**config.mk**
```make
export PLATFORM = sky130hd
export DESIGN_NAME = wb_cpu_bus_arbiter
export DESIGN_NICKNAME = d
export VERILOG_FILES = /design/src/rtl/wb_cpu_bus_arbiter.sv
export SDC_FILE = /design/constraint.sdc
export NUM_CORES = 1
export LEC_CHECK = 0
export BUFFER_PORTS_ARGS = -buffer_cell sky130_fd_sc_hd__buf_2
export CELL_PAD_IN_SITES_DETAIL_PLACEMENT = 2
export CELL_PAD_IN_SITES_GLOBAL_PLACEMENT = 2
export CORE_ASPECT_RATIO = 2
export CORE_MARGIN = 8
export CORE_UTILIZATION = 10
export CTS_CLUSTER_DIAMETER = 40
export CTS_CLUSTER_SIZE = 14
export DETAILED_ROUTE_END_ITERATION = 7
export GPL_ROUTABILITY_DRIVEN = 1
export GPL_TIMING_DRIVEN = 0
export PLACE_DENSITY_LB_ADDON = 0.1
export SKIP_LAST_GASP = 1
export SYNTH_ARGS = -nofsm -noshare
export SYNTH_HDL_FRONTEND = slang
export SYNTH_SLANG_ARGS = --single-unit
```
**constraint.sdc**
```tcl
create_clock -name clk_i -period 2.9 [get_ports clk_i]
set_input_delay 0.29 -clock clk_i [delete_from_list [all_inputs] [get_ports clk_i]]
set_output_delay 0.29 -clock clk_i [all_outputs]
set_load 0.05 [all_outputs]
```
**src/rtl/wb_cpu_bus_arbiter.sv**
```systemverilog
// Round-robin, cycle-atomic arbiter merging the CPU instruction and data Wishbone B3 masters onto one port.
// Optional stall watchdog enabled by defining WB_ARB_TIMEOUT_EN.
module wb_cpu_bus_arbiter #(
    parameter int          ADDRESS_WIDTH  = 32,
    parameter int          DATA_WIDTH     = 32,
    parameter int unsigned TIMEOUT_CYCLES = 255
) (
    input  logic                     clk_i,
    input  logic                     rst_i,
    input  logic [ADDRESS_WIDTH-1:0] iwbm_adr_i,
    input  logic [DATA_WIDTH-1:0]    iwbm_dat_i,
    input  logic                     iwbm_cyc_i,
    input  logic                     iwbm_stb_i,
    input  logic                     iwbm_we_i,
    input  logic [3:0]               iwbm_sel_i,
    input  logic [2:0]               iwbm_cti_i,
    input  logic [1:0]               iwbm_bte_i,
    output logic [DATA_WIDTH-1:0]    iwbm_dat_o,
    output logic                     iwbm_ack_o,
    output logic                     iwbm_err_o,
    output logic                     iwbm_rty_o,
    input  logic [ADDRESS_WIDTH-1:0] dwbm_adr_i,
    input  logic [DATA_WIDTH-1:0]    dwbm_dat_i,
    input  logic                     dwbm_cyc_i,
    input  logic                     dwbm_stb_i,
    input  logic                     dwbm_we_i,
    input  logic [3:0]               dwbm_sel_i,
    input  logic [2:0]               dwbm_cti_i,
    input  logic [1:0]               dwbm_bte_i,
    output logic [DATA_WIDTH-1:0]    dwbm_dat_o,
    output logic                     dwbm_ack_o,
    output logic                     dwbm_err_o,
    output logic                     dwbm_rty_o,
    output logic [ADDRESS_WIDTH-1:0] wbm_adr_o,
    output logic [DATA_WIDTH-1:0]    wbm_dat_o,
    output logic                     wbm_cyc_o,
    output logic                     wbm_stb_o,
    output logic                     wbm_we_o,
    output logic [3:0]               wbm_sel_o,
    output logic [2:0]               wbm_cti_o,
    output logic [1:0]               wbm_bte_o,
    input  logic [DATA_WIDTH-1:0]    wbm_dat_i,
    input  logic                     wbm_ack_i,
    input  logic                     wbm_err_i,
    input  logic                     wbm_rty_i,
    output logic [1:0]               wbm_gnt_o
);

    typedef enum logic [1:0] {IDLE, OWN_I, OWN_D} state_t;

    state_t state_q, state_d;
    logic   last_d_q, last_d_d;   // 1: D won the most recent tie
    logic   own_i, own_d;
    logic   flushing, tmo_fire, blocked;

    if (TIMEOUT_CYCLES < 1 || TIMEOUT_CYCLES > 255) begin : g_timeout_range
        $error("TIMEOUT_CYCLES must lie in 1..255");
    end

    assign own_i     = (state_q == OWN_I);
    assign own_d     = (state_q == OWN_D);
    assign blocked   = flushing | tmo_fire;
    assign wbm_gnt_o = {own_d, own_i};

    // last_d only moves on a tie, so a lone request does not disturb the rotation
    always_comb begin
        state_d  = state_q;
        last_d_d = last_d_q;
        unique case (state_q)
            IDLE: begin
                if (iwbm_cyc_i && dwbm_cyc_i) begin
                    state_d  = last_d_q ? OWN_I : OWN_D;
                    last_d_d = !last_d_q;
                end else if (dwbm_cyc_i) begin
                    state_d = OWN_D;
                end else if (iwbm_cyc_i) begin
                    state_d = OWN_I;
                end
            end
            OWN_I:   if (!iwbm_cyc_i) state_d = IDLE;
            OWN_D:   if (!dwbm_cyc_i) state_d = IDLE;
            default: state_d = IDLE;
        endcase
    end

    always_ff @(posedge clk_i or posedge rst_i) begin
        if (rst_i) begin
            state_q  <= IDLE;
            last_d_q <= 1'b0;
        end else begin
            state_q  <= state_d;
            last_d_q <= last_d_d;
        end
    end

`ifdef WB_ARB_TIMEOUT_EN
    localparam logic [7:0] TMO_LIMIT = 8'(TIMEOUT_CYCLES);

    logic [7:0] tmo_cnt_q, tmo_cnt_d;
    logic       flushing_q, flushing_d;
    logic       owner_stb, grant, resp_any;

    assign owner_stb = (own_i & iwbm_stb_i) | (own_d & dwbm_stb_i);
    assign grant     = (state_q == IDLE) && (iwbm_cyc_i || dwbm_cyc_i);
    assign resp_any  = (own_i | own_d) & (wbm_ack_i | wbm_err_i | wbm_rty_i);
    assign flushing  = flushing_q;
    assign tmo_fire  = owner_stb && !flushing_q && (tmo_cnt_q == TMO_LIMIT);

    always_comb begin
        tmo_cnt_d  = tmo_cnt_q;
        flushing_d = flushing_q;
        if (grant || resp_any)
            tmo_cnt_d = '0;
        else if (owner_stb && !flushing_q && !tmo_fire)
            tmo_cnt_d = tmo_cnt_q + 8'd1;
        if (state_d == IDLE)
            flushing_d = 1'b0;
        else if (tmo_fire)
            flushing_d = 1'b1;
    end

    always_ff @(posedge clk_i or posedge rst_i) begin
        if (rst_i) begin
            tmo_cnt_q  <= '0;
            flushing_q <= 1'b0;
        end else begin
            tmo_cnt_q  <= tmo_cnt_d;
            flushing_q <= flushing_d;
        end
    end
`else
    assign flushing = 1'b0;
    assign tmo_fire = 1'b0;
`endif

    assign iwbm_dat_o = wbm_dat_i;
    assign dwbm_dat_o = wbm_dat_i;

    always_comb begin
        wbm_adr_o  = '0;
        wbm_dat_o  = '0;
        wbm_cyc_o  = 1'b0;
        wbm_stb_o  = 1'b0;
        wbm_we_o   = 1'b0;
        wbm_sel_o  = '0;
        wbm_cti_o  = '0;
        wbm_bte_o  = '0;
        iwbm_ack_o = 1'b0;
        iwbm_err_o = 1'b0;
        iwbm_rty_o = 1'b0;
        dwbm_ack_o = 1'b0;
        dwbm_err_o = 1'b0;
        dwbm_rty_o = 1'b0;
        if (own_i) begin
            wbm_adr_o  = iwbm_adr_i;
            wbm_dat_o  = iwbm_dat_i;
            wbm_cyc_o  = iwbm_cyc_i & ~blocked;
            wbm_stb_o  = iwbm_stb_i & ~blocked;
            wbm_we_o   = iwbm_we_i;
            wbm_sel_o  = iwbm_sel_i;
            wbm_cti_o  = iwbm_cti_i;
            wbm_bte_o  = iwbm_bte_i;
            iwbm_ack_o = wbm_ack_i & ~blocked;
            iwbm_err_o = tmo_fire | (wbm_err_i & ~blocked);
            iwbm_rty_o = wbm_rty_i & ~blocked;
        end else if (own_d) begin
            wbm_adr_o  = dwbm_adr_i;
            wbm_dat_o  = dwbm_dat_i;
            wbm_cyc_o  = dwbm_cyc_i & ~blocked;
            wbm_stb_o  = dwbm_stb_i & ~blocked;
            wbm_we_o   = dwbm_we_i;
            wbm_sel_o  = dwbm_sel_i;
            wbm_cti_o  = dwbm_cti_i;
            wbm_bte_o  = dwbm_bte_i;
            dwbm_ack_o = wbm_ack_i & ~blocked;
            dwbm_err_o = tmo_fire | (wbm_err_i & ~blocked);
            dwbm_rty_o = wbm_rty_i & ~blocked;
        end
    end

endmodule
```
After elaboration in Yosys (flattened, before gate mapping)
Index checks and enable logic that the tools add are counted.
{ "totals": {"reg_bits": 3, "in_bits": 189, "out_inout_bits": 148} }
{ "classes": {"n_mux": 32, "n_eq_ne": 5, "n_reduce_logical": 5} }
{ "op_table": {"columns": ["op", "n"], "rows": [
  ["$mux 32", 4],
  ["$mux 2", 8],
  ["$mux 1", 15],
  ["$mux 4", 2],
  ["$mux 3", 2],
  ["$pmux 2 s3", 1],
  ["$ne 2x2->1 const B", 2],
  ["$ne 4x4->1 const B", 1],
  ["$reduce_and 3->1", 1],
  ["$eq 2x1->1 const B", 1],
  ["$eq 2x2->1 const B", 1],
  ["$logic_not 2->1", 1],
  ["$reduce_and 2->1", 1],
  ["$logic_and 1x1->1", 1],
  ["$logic_not 1->1", 1]
]} }

Logic depth before layout (Yosys ltp)
Gate-level depths: netlist of run 1.
{ "logic_depth": {"word_depth": 4, "ltp_mapped": 5, "mapped_depth_nobuf": 2} }

Worst setup path before layout of run 1
OpenSTA, ideal clock, no wires.
{ "synth_timing": {"path_type": "reg2out", "start": "register state_q[0]", "end": "output port wbm_cyc_o", "path_slack_ns": 1.232, "stages_incl_launch_ff": 3, "arrival_ns": 1.378, "path_buffers": 0, "t_required_ns": 2.610, "path_cell_list": "dfrtp_1 nand2b_1 mux2i_1"} }
{ "synth_via": {"elab_chain_len": 3} }
{ "synth_rtl": {"columns": ["element", "line", "text"], "rows": [
  ["start, declared", "51", "state_t state_q, state_d;"],
  ["start signal, assigned", "91", "state_q <= state_d;"],
  ["$eq 2x2->1", "61", "assign own_d = (state_q == OWN_D);"],
  ["$mux 1", "166", "end else if (own_d) begin"],
  ["$mux 1 (*)", "154", "if (own_i) begin"],
  ["end, declared", "36", "output logic wbm_cyc_o,"]
]} }
Every way passes the cells marked *; elsewhere a longest branch is shown, timed or not.

Worst setup path after layout of run 1
{ "layout_timing": {"start": "register state_q[1]", "end": "output port dwbm_rty_o"} }
{ "layout_via": {"elab_chain_len": 3} }
{ "layout_rtl": {"columns": ["element", "line", "text"], "rows": [
  ["$eq 2x2->1", "61", null],
  ["via own_d", "53", "logic own_i, own_d;"],
  ["$mux 1", "166", null],
  ["$mux 1", "154", null],
  ["end, declared", "33", "output logic dwbm_rty_o,"]
]} }
The timed path passes the listed nets, and every way through them passes these cells.

==> results.md, run 1 <==
- Final setup margin: about 0.89 ns
- Number of vias per cell: 3.83
- Max Cap Viol: 0
- Async S/R FF share, synth: 1.00
- Hold violation count in the final report: 0
- GPL Wtd Cong: 0.812
- Initial antenna violation count: 3
- Adder-cell share of the synthesized area: 0
- Mapped Area: 1450 µm²
- Ports: 337
- Chip Height: approximately 190 µm
- HPWL after detailed placement: 12400 µm
- Synth Area in XOR/XNOR: 0.00604
- TritonCTS Buffers: 3
- Post-synthesis mux area share: 0.00690
- Final setup viols: 0
- Most frequent CP cell: buf_2
- Syn_nets: 368
- Yosys reg bits: 3
- EDFF count, synth: 0
- TritonCTS clock tree: done
- Pins Over Slew Limit: 0
- Simple-Gate Fraction of Synth Area: 0.0526
- Crit path max fanout: 10
- Dpl cells: 675
- Post-synthesis compound-gate area fraction: 0.462
- Final Cell Area: approximately 3300 µm²
- Post-synth top area share: 0.453
- # hold bufs at CTS: 1
- DRT Pass-1 Iters: 3
- Setup TNS: 0 ns
- Commonest non-fill, non-tap cell in the layout: buf_2
- Syn Inst Count: roughly 180
- Layout cells sized above 1: 0.801
- Power per cell area: 665 nW/µm²
- Reg clk slew, reported paths: 0.03 ns
- Rel. slew slack: 0.748
- Port Buffers: 304
- Area growth, synth to finish: 128%
- Top post-synthesis cells by area: a22o_1 45%, buf_4 35%, dfrtp_1 5.2%
- Largest net degree at the start of global routing: 11
- Commonest cells after routing, fill and taps aside: 318 x buf_2, 75 x a22o_1, 67 x buf_4
- Routed via count: 2617
- Vias in the first global route: 2989
- Critical path cell sequence: nor2b_1 -> buf_2 -> buf_6 -> buf_4 -> and2_1 -> buf_2
- Core Area: about 14000 µm²
- Area leader, netlist: a22o_1
- CP Launch Point: state_q[1]
- Largest family of logic cells by synthesized area: compound AO/OA/AOI/OAI gates
- Fmax: between 400 and 500 MHz
- Hold Path Origin: dwbm_cyc_i
- Total Nets Final: 678
- Ys flop type: dfrtp_1
- Final clock skew: approximately 0.00081 ns
- Drt first-iter violations: 18
- Initial Util: 0.102
- First-pass GRT wire length: 18800 µm
- Total GRT Usage: 0.131
- RR Startpoint: state_q[1]
- Final worst-path cycle share: 0.694
- CP max stage cell: dfrtp_1
- Die area: 18800 µm²
- Antenna viol nets, final: 0
- Ys Warns: 0
- CTS sink cnt: 3
- Avg Inst Size Synth: 8.10 µm²
- Root buffer cell: clkbuf_16
- Critical Path AT: 1.72 ns
- Worst VDD drop: 259 µV
- Worst Setup Start Kind: flip-flop
- Die span in x: slightly above 100 µm
- Outcome: complete, no violations
- Total Power: 2.20 mW
- Min-Delay Path Class: input pin to flip-flop
- Wire length per cell: 19.5 µm
- DRC errors left: 0
- Worst-skew pair later-pin latency: 0.22 ns
- WP data required: 2.61 ns
- Dpl ws: 1.05 ns
- GR Overflow Total: 0
- CTS Buffer Depth: 2
- Post-Place Cell Area: 3210 µm²
- Post-synth cell types: 15
- Crit path capture type: output pin
- Pleak: 2.10 nW
- Post-synthesis sequential area ratio: 0.0518
- Post_cts resized: 0
- Post-route insts no fill: 683
- Routed Wire Length: 13300 µm
- Post-layout min period: 2.01 ns
- Post-CTS setup buffers: 0
- H-tree levels: 1
- Number of core rows: 62
- RSZ-0062 raised after global routing: false
- Worst slew pin tran: 0.373 ns
- Worst path max stage delay: 0.40 ns
- Crit Path Class: flip-flop to output pin
[cell usage after synthesis, types with 3 or more instances]
| master | instances |
|---|---|
| a22o_1 | 75 |
| buf_4 | 67 |
| buf_2 | 14 |
| and2_1 | 6 |
| buf_6 | 3 |
| dfrtp_1 | 3 |
| nor2b_1 | 3 |
[sequential cells by signal, summed over array words and instances (netlist names)]
signal    flops
state_q       2
last_d_q      1
[routing by layer]
layer  part of all wire  GRT usage  routed length (µm)  up-vias
li1                   -          -                   -     1228
met1               0.31      0.111                4150     1188
met2               0.56      0.263                7520      195
met3               0.12     0.0552                1580        6
met4             0.0044     0.0237                  59        0
met5                  0          0                   0        -
[worst max-delay path, delay by kind of cell, from the launching register on]
family                 cells  cell delay [ns]
buffers and inverters      4             0.81
flip-flops                 1             0.40
AND/OR/NAND/NOR            2             0.28
[kinds of logic after synthesis]
family,Yosys count
AOI/OAI and AO/OA,77
muxes,1
and+or+nand+nor,12
buffers and inverters,85
xor gates and xnor gates,1
DFF,3
[power breakdown]
group          internal (mW)  switching, mW
Clock                  0.182         0.0394
Combinational          0.526           1.38
Sequential            0.0550         0.0138
[final timing paths]
path,depth (start not counted),slack (ns),end
min in group asynchronous,3,0.50,state_q[0]
worst max register to register,2,1.83,last_d_q
worst min-delay path,3,0.40,state_q[1]
worst min register to register,1,0.50,last_d_q
max in group asynchronous,3,2.26,state_q[1]
worst max-delay path,6,0.89,dwbm_rty_o
[final cells by class]
class	count	area, µm²
Tap cell	192	240
Timing Repair Buffer	305	1530
Clock buffer	4	78.8
Inverter	1	3.75
Multi-Input combinational cell	91	764
Antenna cell	3	7.51
Fill cell	1812	11000
Buffer	84	607
Sequential cell	3	75.1
[metrics by stage]
| stage | hold WS (ns) | utilization |
|---|---|---|
| 2_1_floorplan | 0.0436 | - |
| 3_3_place_gp | 0.156 | 0.225 |
| 3_5_place_dp | 0.172 | 0.225 |
| 4_1_cts | 0.398 | 0.231 |
| 5_1_grt | 0.406 | 0.232 |
| 6_report | 0.397 | 0.232 |
Note: power is estimated with default switching activity, not from simulation.
==> run 2: changes to the inputs <==
==> constraint.sdc (replaced) <==
create_clock -name clk_i -period 2 [get_ports clk_i]
set_input_delay 0.2 -clock clk_i [delete_from_list [all_inputs] [get_ports clk_i]]
set_output_delay 0.2 -clock clk_i [all_outputs]
set_load 0.05 [all_outputs]
==> results.md, run 2 (synthesis results as in run 1) <==
- Outcome: complete, no violations
- Setup TNS: 0 ns (unchanged)
- Largest net degree at the start of global routing: 11 (unchanged)
- Reg clk slew, reported paths: 0.03 ns (about the same)
- Stages on worst setup path: 6 (unchanged)
- Dpl ws: 0.244 ns (-0.810 ns)
- Routed Wire Length: 13300 µm (-0.19%)
- Top flop regs: state_q (2), last_d_q (1)
- Port Buffers: 304 (unchanged)
- Initial antenna violation count: 3 (unchanged)
- GPL Wtd Cong: 0.812 (unchanged)
- Largest register FFs: 2 (unchanged)
- HPWL after detailed placement: 12400 µm (unchanged)
- Final setup viols: 0 (unchanged)
- Drt first-iter violations: 18 (unchanged)
- Final setup margin: 0.118 ns (-0.770 ns)
- Antenna viol nets, final: 0 (unchanged)
- Pleak: 2.10 nW (-0.20%)
- Fmax: 531 MHz
- Hold violation count in the final report: 0 (unchanged)
- CP max stage cell: dfrtp_1
- Commonest non-fill, non-tap cell in the layout: buf_2
- Ports: 337 (unchanged)
- Post-layout min period: 1.88 ns
- Chip Height: 186 µm (unchanged)
- Worst slew pin tran: 0.373 ns (+0.000315 ns)
- Power per cell area: 961 nW/µm² (+45%)
- Pins Over Slew Limit: 0 (unchanged)
- Die area: 18800 µm² (unchanged)
- First-pass GRT wire length: 18800 µm (unchanged)
- Worst-skew pair later-pin latency: 0.22 ns (about the same)
- Root buffer cell: clkbuf_16
- Number of core rows: 62 (unchanged)
- FILL cells: 1805 (-0.39%)
- Commonest cells after routing, fill and taps aside: 298 x buf_2, 75 x a22o_1, 70 x buf_4
- RR Startpoint: state_q[1]
- Die span in x: 101 µm (unchanged)
- RSZ-0062 raised after global routing: false
- Number of vias per cell: 3.83 (about the same)
- CP Launch Point: state_q[0]
- Final clock skew: 0.000816 ns (+0.00000125 ns)
- Min-Delay Path Class: input pin to flip-flop
- Worst VDD drop: 376 µV (+45%)
- Routed via count: 2619 (+0.076%)
- Worst path max stage delay: 0.40 ns (about the same)
- Rel. slew slack: 0.748 (about the same)
- Multi-input gate area: 764 µm² (unchanged)
- Area growth, synth to finish: 132%
- TritonCTS clock tree: done
- DRC errors left: 0 (unchanged)
- CTS Buffer Depth: 2 (unchanged)
- Final worst-path cycle share: 0.941
- GR Overflow Total: 0 (unchanged)
- Vias in the first global route: 2989 (unchanged)
- Buf+Inv Stages, Crit Path: 4 (unchanged)
- H-tree levels: 1 (unchanged)
- Biggest register: state_q
- Initial Util: 0.102 (unchanged)
- Wire length per cell: 19.5 µm (-0.19%)
- CP delay by family, top: buffers and inverters
- Crit path max fanout: 10 (unchanged)
- Critical Path AT: 1.68 ns (-0.04 ns)
- Layout cells sized above 1: 0.803 (+0.00205)
- Hold Path Origin: dwbm_cyc_i
- Total GRT Usage: 0.131 (unchanged)
- CTS sink cnt: 3 (unchanged)
- Max Cap Viol: 0 (unchanged)
- WP data required: 1.80 ns (-0.81 ns)
- Crit path capture type: output pin
- TritonCTS Buffers: 3 (unchanged)
- Critical path cell sequence: nor2b_1 -> clkbuf_4 -> buf_6 -> buf_6 -> a22o_1 -> clkbuf_4
- Core Area: 14300 µm² (unchanged)
- Register area: 76.3 µm² (+1.7%)
- Total Nets Final: 678 (unchanged)
- Crit Path Class: flip-flop to output pin
- Worst R2R Path Depth: 2 (unchanged)
- Hold depth: 3 (unchanged)
- Worst Setup Start Kind: flip-flop
- Post-CTS setup buffers: 0 (unchanged)
- DRT Pass-1 Iters: 3 (unchanged)
==> run 2: cell types whose count changed in the layout (fill, tap and decap cells not counted), sizes merged <==
| cell | delta |
|---|---|
| buf | -17 |
| clkbuf | +17 |
==> run 2: area by class of cell <==
| cell class | count | area share |
|---|---|---|
| multi-input cells | 91 | 0.228 |
| inverters | 1 | 0.00112 |
| plain buffers | 84 | 0.186 |
| well taps | 192 | 0.0715 |
| repair buffers | 305 | 0.466 |
| flip-flops and latches | 3 | 0.0227 |
| clock buffers | 4 | 0.0235 |
| diodes | 3 | 0.00223 |
==> run 2: repair_timing <==
item                                   in CTS  in global routing
hold buffers                                1                  0
endpoints found under the hold margin       3                  0
setup endpoints to repair                   3                 68
pin swaps                                   0                  0
gates resized for setup                     3                 18
==> run 2: worst register-to-register path: cells and delay by family (launching register included) <==
family	cells	cell delay (ns)
xor+xnor	1	0.18
simple gates	1	0.40
flops	1	0.42
==> run 2: layer usage <==
| layer | vias up | part of all wire | routed length (µm) | GRT usage |
|---|---|---|---|---|
| met4 | 0 | 0.0044 | 59 | 0.0237 |
| li1 | 1229 | - | - | - |
| met3 | 6 | 0.12 | 1600 | 0.0552 |
| met2 | 195 | 0.56 | 7500 | 0.263 |
| met1 | 1189 | 0.31 | 4130 | 0.111 |
| met5 | - | 0 | 0 | 0 |
==> run 2: stage by stage <==
step / area (µm²) / total power, mW / hold slack, ns / util / cells
2_1_floorplan: 1450 / 2.17 / -0.0464 / - / 179
3_3_place_gp: 3210 / 2.90 / 0.0655 / 0.225 / 675
3_5_place_dp: 3210 / 2.91 / 0.0823 / 0.225 / 675
4_1_cts: 3310 / 3.26 / 0.308 / 0.232 / 680
5_1_grt: 3360 / 3.39 / 0.313 / 0.235 / 683
6_report: 3360 / 3.23 / 0.304 / 0.235 / 683
==> run 2: path summary, 6_finish.rpt <==
check	to	slack, ns
max	wbm_adr_o[16]	0.12
min	state_q[1]	0.30
max reg2reg	last_d_q	0.93
min reg2reg	last_d_q	0.50
max in group asynchronous	state_q[1]	1.44
min in group asynchronous	state_q[0]	0.41
==> run 2: where the power goes <==
part           leakage (nW)  internal, mW  total (mW)  switching [mW]
logic                  2.02         0.799        2.81            2.01
clock network        0.0382         0.263       0.320          0.0572
registers            0.0358        0.0806       0.101          0.0200
total                  2.10          1.14        3.23            2.09
==> run 3: changes to the inputs <==
--- a/config.mk
+++ b/config.mk
@@ -17,6 +17,7 @@
 export GPL_ROUTABILITY_DRIVEN = 1
 export GPL_TIMING_DRIVEN = 0
 export PLACE_DENSITY_LB_ADDON = 0.1
+export REMOVE_ABC_BUFFERS = 1
 export SKIP_LAST_GASP = 1
 export SYNTH_ARGS = -nofsm -noshare
 export SYNTH_HDL_FRONTEND = slang
==> results.md, run 3 (synthesis results as in run 1) <==
- Outcome: complete, no violations
- Max Cap Viol: 0 (unchanged)
- Hold slack: 0.310 ns (+0.00674 ns)
- Area growth, synth to finish: 71.3%
- Pleak: 1.49 nW (-29%)
- Number of core rows: 62 (unchanged)
- Routed via count: 2172 (-17%)
- Chip Height: 186 µm (unchanged)
- Hold Path Origin: dwbm_cyc_i
- Top flop regs: state_q (2), last_d_q (1)
- Rel. slew slack: 0.722 (-0.0260)
- TritonCTS Buffers: 3 (unchanged)
- DRT Pass-1 Iters: 4 (+1)
- GR Overflow Total: 0 (unchanged)
- Commonest non-fill, non-tap cell in the layout: buf_2
- Vias in the first global route: 2480 (-17%)
- Routed Wire Length: 14700 µm (+10%)
- HPWL after detailed placement: 13300 µm (+7.7%)
- Ant. Diodes: 0 (-3)
- DRC errors left: 0 (unchanged)
- Layout cells sized above 1: 0.725 (-0.0778)
- Final setup viols: 0 (unchanged)
- First-pass GRT wire length: 19400 µm (+2.8%)
- H-tree levels: 1 (unchanged)
- Number of vias per cell: 4.04 (+5.3%)
- FILL cells: 1795 (-0.55%)
- Post-layout min period: 1.88 ns (+0.00270 ns)
- Flop2flop setup slack: 0.83 ns (-0.10 ns)
- Initial Util: 0.102 (unchanged)
- Hold violation count in the final report: 0 (unchanged)
- Ports: 337 (unchanged)
- Core Area: 14300 µm² (unchanged)
- Crit path max fanout: 36 (+26)
- TritonCTS clock tree: done
- Final worst-path cycle share: 0.942 (+0.00135)
- Power per cell area: 1120 nW/µm² (+16%)
- RR Startpoint: state_q[1]
- RSZ-0062 raised after global routing: false
- CTS sink cnt: 3 (unchanged)
- WP data required: 1.80 ns (about the same)
- Total GRT Usage: 0.145 (+0.0142)
- Die span in x: 101 µm (unchanged)
- CTS Buffer Depth: 2 (unchanged)
- Port Buffers: 240 (-21%)
- Worst Setup Start Kind: flip-flop
- Final clock skew: 0.0000269 ns (-0.000789 ns)
- Largest net degree at the start of global routing: 40 (+29)
- Worst-skew pair later-pin latency: 0.22 ns (about the same)
- Commonest cells after routing, fill and taps aside: 240 x buf_2, 75 x a22o_1, 6 x and2_1
- Post-route insts no fill: 538 (-21%)
- Min-Delay Path Class: input pin to flip-flop
- Total Nets Final: 536 (-21%)
- Worst VDD drop: 371 µV (-1.2%)
- Worst slew pin tran: 0.412 ns (+0.0384 ns)
- Fmax: 531 MHz (-0.14%)
- CP Launch Point: state_q[0]
- Largest register FFs: 2 (unchanged)
- GPL Wtd Cong: 0.726 (-11%)
- Die area: 18800 µm² (unchanged)
- Critical Path AT: 1.68 ns (about the same)
- Crit Path Class: flip-flop to output pin
- Biggest register: state_q
- Dpl cells: 531 (-21%)
- Initial antenna violation count: 0 (-3)
- Antenna viol nets, final: 0 (unchanged)
- Drt first-iter violations: 32 (+14)
- Crit path capture type: output pin
- Pins Over Slew Limit: 0 (unchanged)
- Wire length per cell: 27.2 µm (+40%)
- Reg clk slew, reported paths: 0.03 ns (about the same)
- Root buffer cell: clkbuf_16
run 3: what timing repair did:
item | CTS | global route
setup buffers | 0 | 2
hold buffers | 1 | 0
endpoints found under the hold margin | 3 | 0
endpoints found under the setup margin | 0 | 71
resized for setup | 0 | 0
run 3: layout make-up:
cell class              count  area (µm²)  share of cell area
multi-input cells          91         779               0.314
clock buffers               4        78.8              0.0317
repair buffers            247        1310               0.526
flip-flops and latches      3        75.1              0.0302
well taps                 192         240              0.0967
inverters                   1        3.75             0.00151
run 3: critical path, stage by stage, from the launching register on:
cell and delay (ns):
dfrtp_1 0.44, nor2b_4 0.30, buf_12 0.23, a22o_1 0.20, buf_2 0.28
run 3: where the power goes:
part / internal [mW] / leakage, nW / switching [mW]
Combinational: 0.646 / 1.42 / 1.71
Clock: 0.263 / 0.0382 / 0.0529
Sequential: 0.0798 / 0.0371 / 0.0258
Total: 0.989 / 1.49 / 1.79
run 3: metrics by stage:
stage / power (mW) / worst slack (ns) / instance area (µm²) / TNS (ns) / utilization
3_3_place_gp: 2.46 / -4.17 / 2280 / -340.25 / 0.160
2_1_floorplan: 1.78 / -2.60 / 843 / -213.70 / -
6_report: 2.78 / 0.115 / 2480 / 0 / 0.174
3_5_place_dp: 2.49 / 0.256 / 2380 / 0 / 0.167
4_1_cts: 2.81 / 0.0146 / 2470 / 0 / 0.173
5_1_grt: 2.92 / 0.00878 / 2480 / 0 / 0.174
run 3: worst paths after layout:
check | end | cells after the start
worst min register to register | state_q[1] | 1
worst min-delay path | state_q[1] | 3
worst max-delay path | wbm_dat_o[9] | 4
worst max register to register | last_d_q | 2
max in group asynchronous | last_d_q | 3
min in group asynchronous | state_q[0] | 3
run 3: metal layers:
metal | global-route usage | part of all wire | up-vias
li1 | - | - | 941
met1 | 0.106 | 0.26 | 1007
met2 | 0.283 | 0.55 | 213
met3 | 0.106 | 0.18 | 9
met4 | 0.0144 | 0.0038 | 2
met5 | 0.0369 | 0.0048 | -
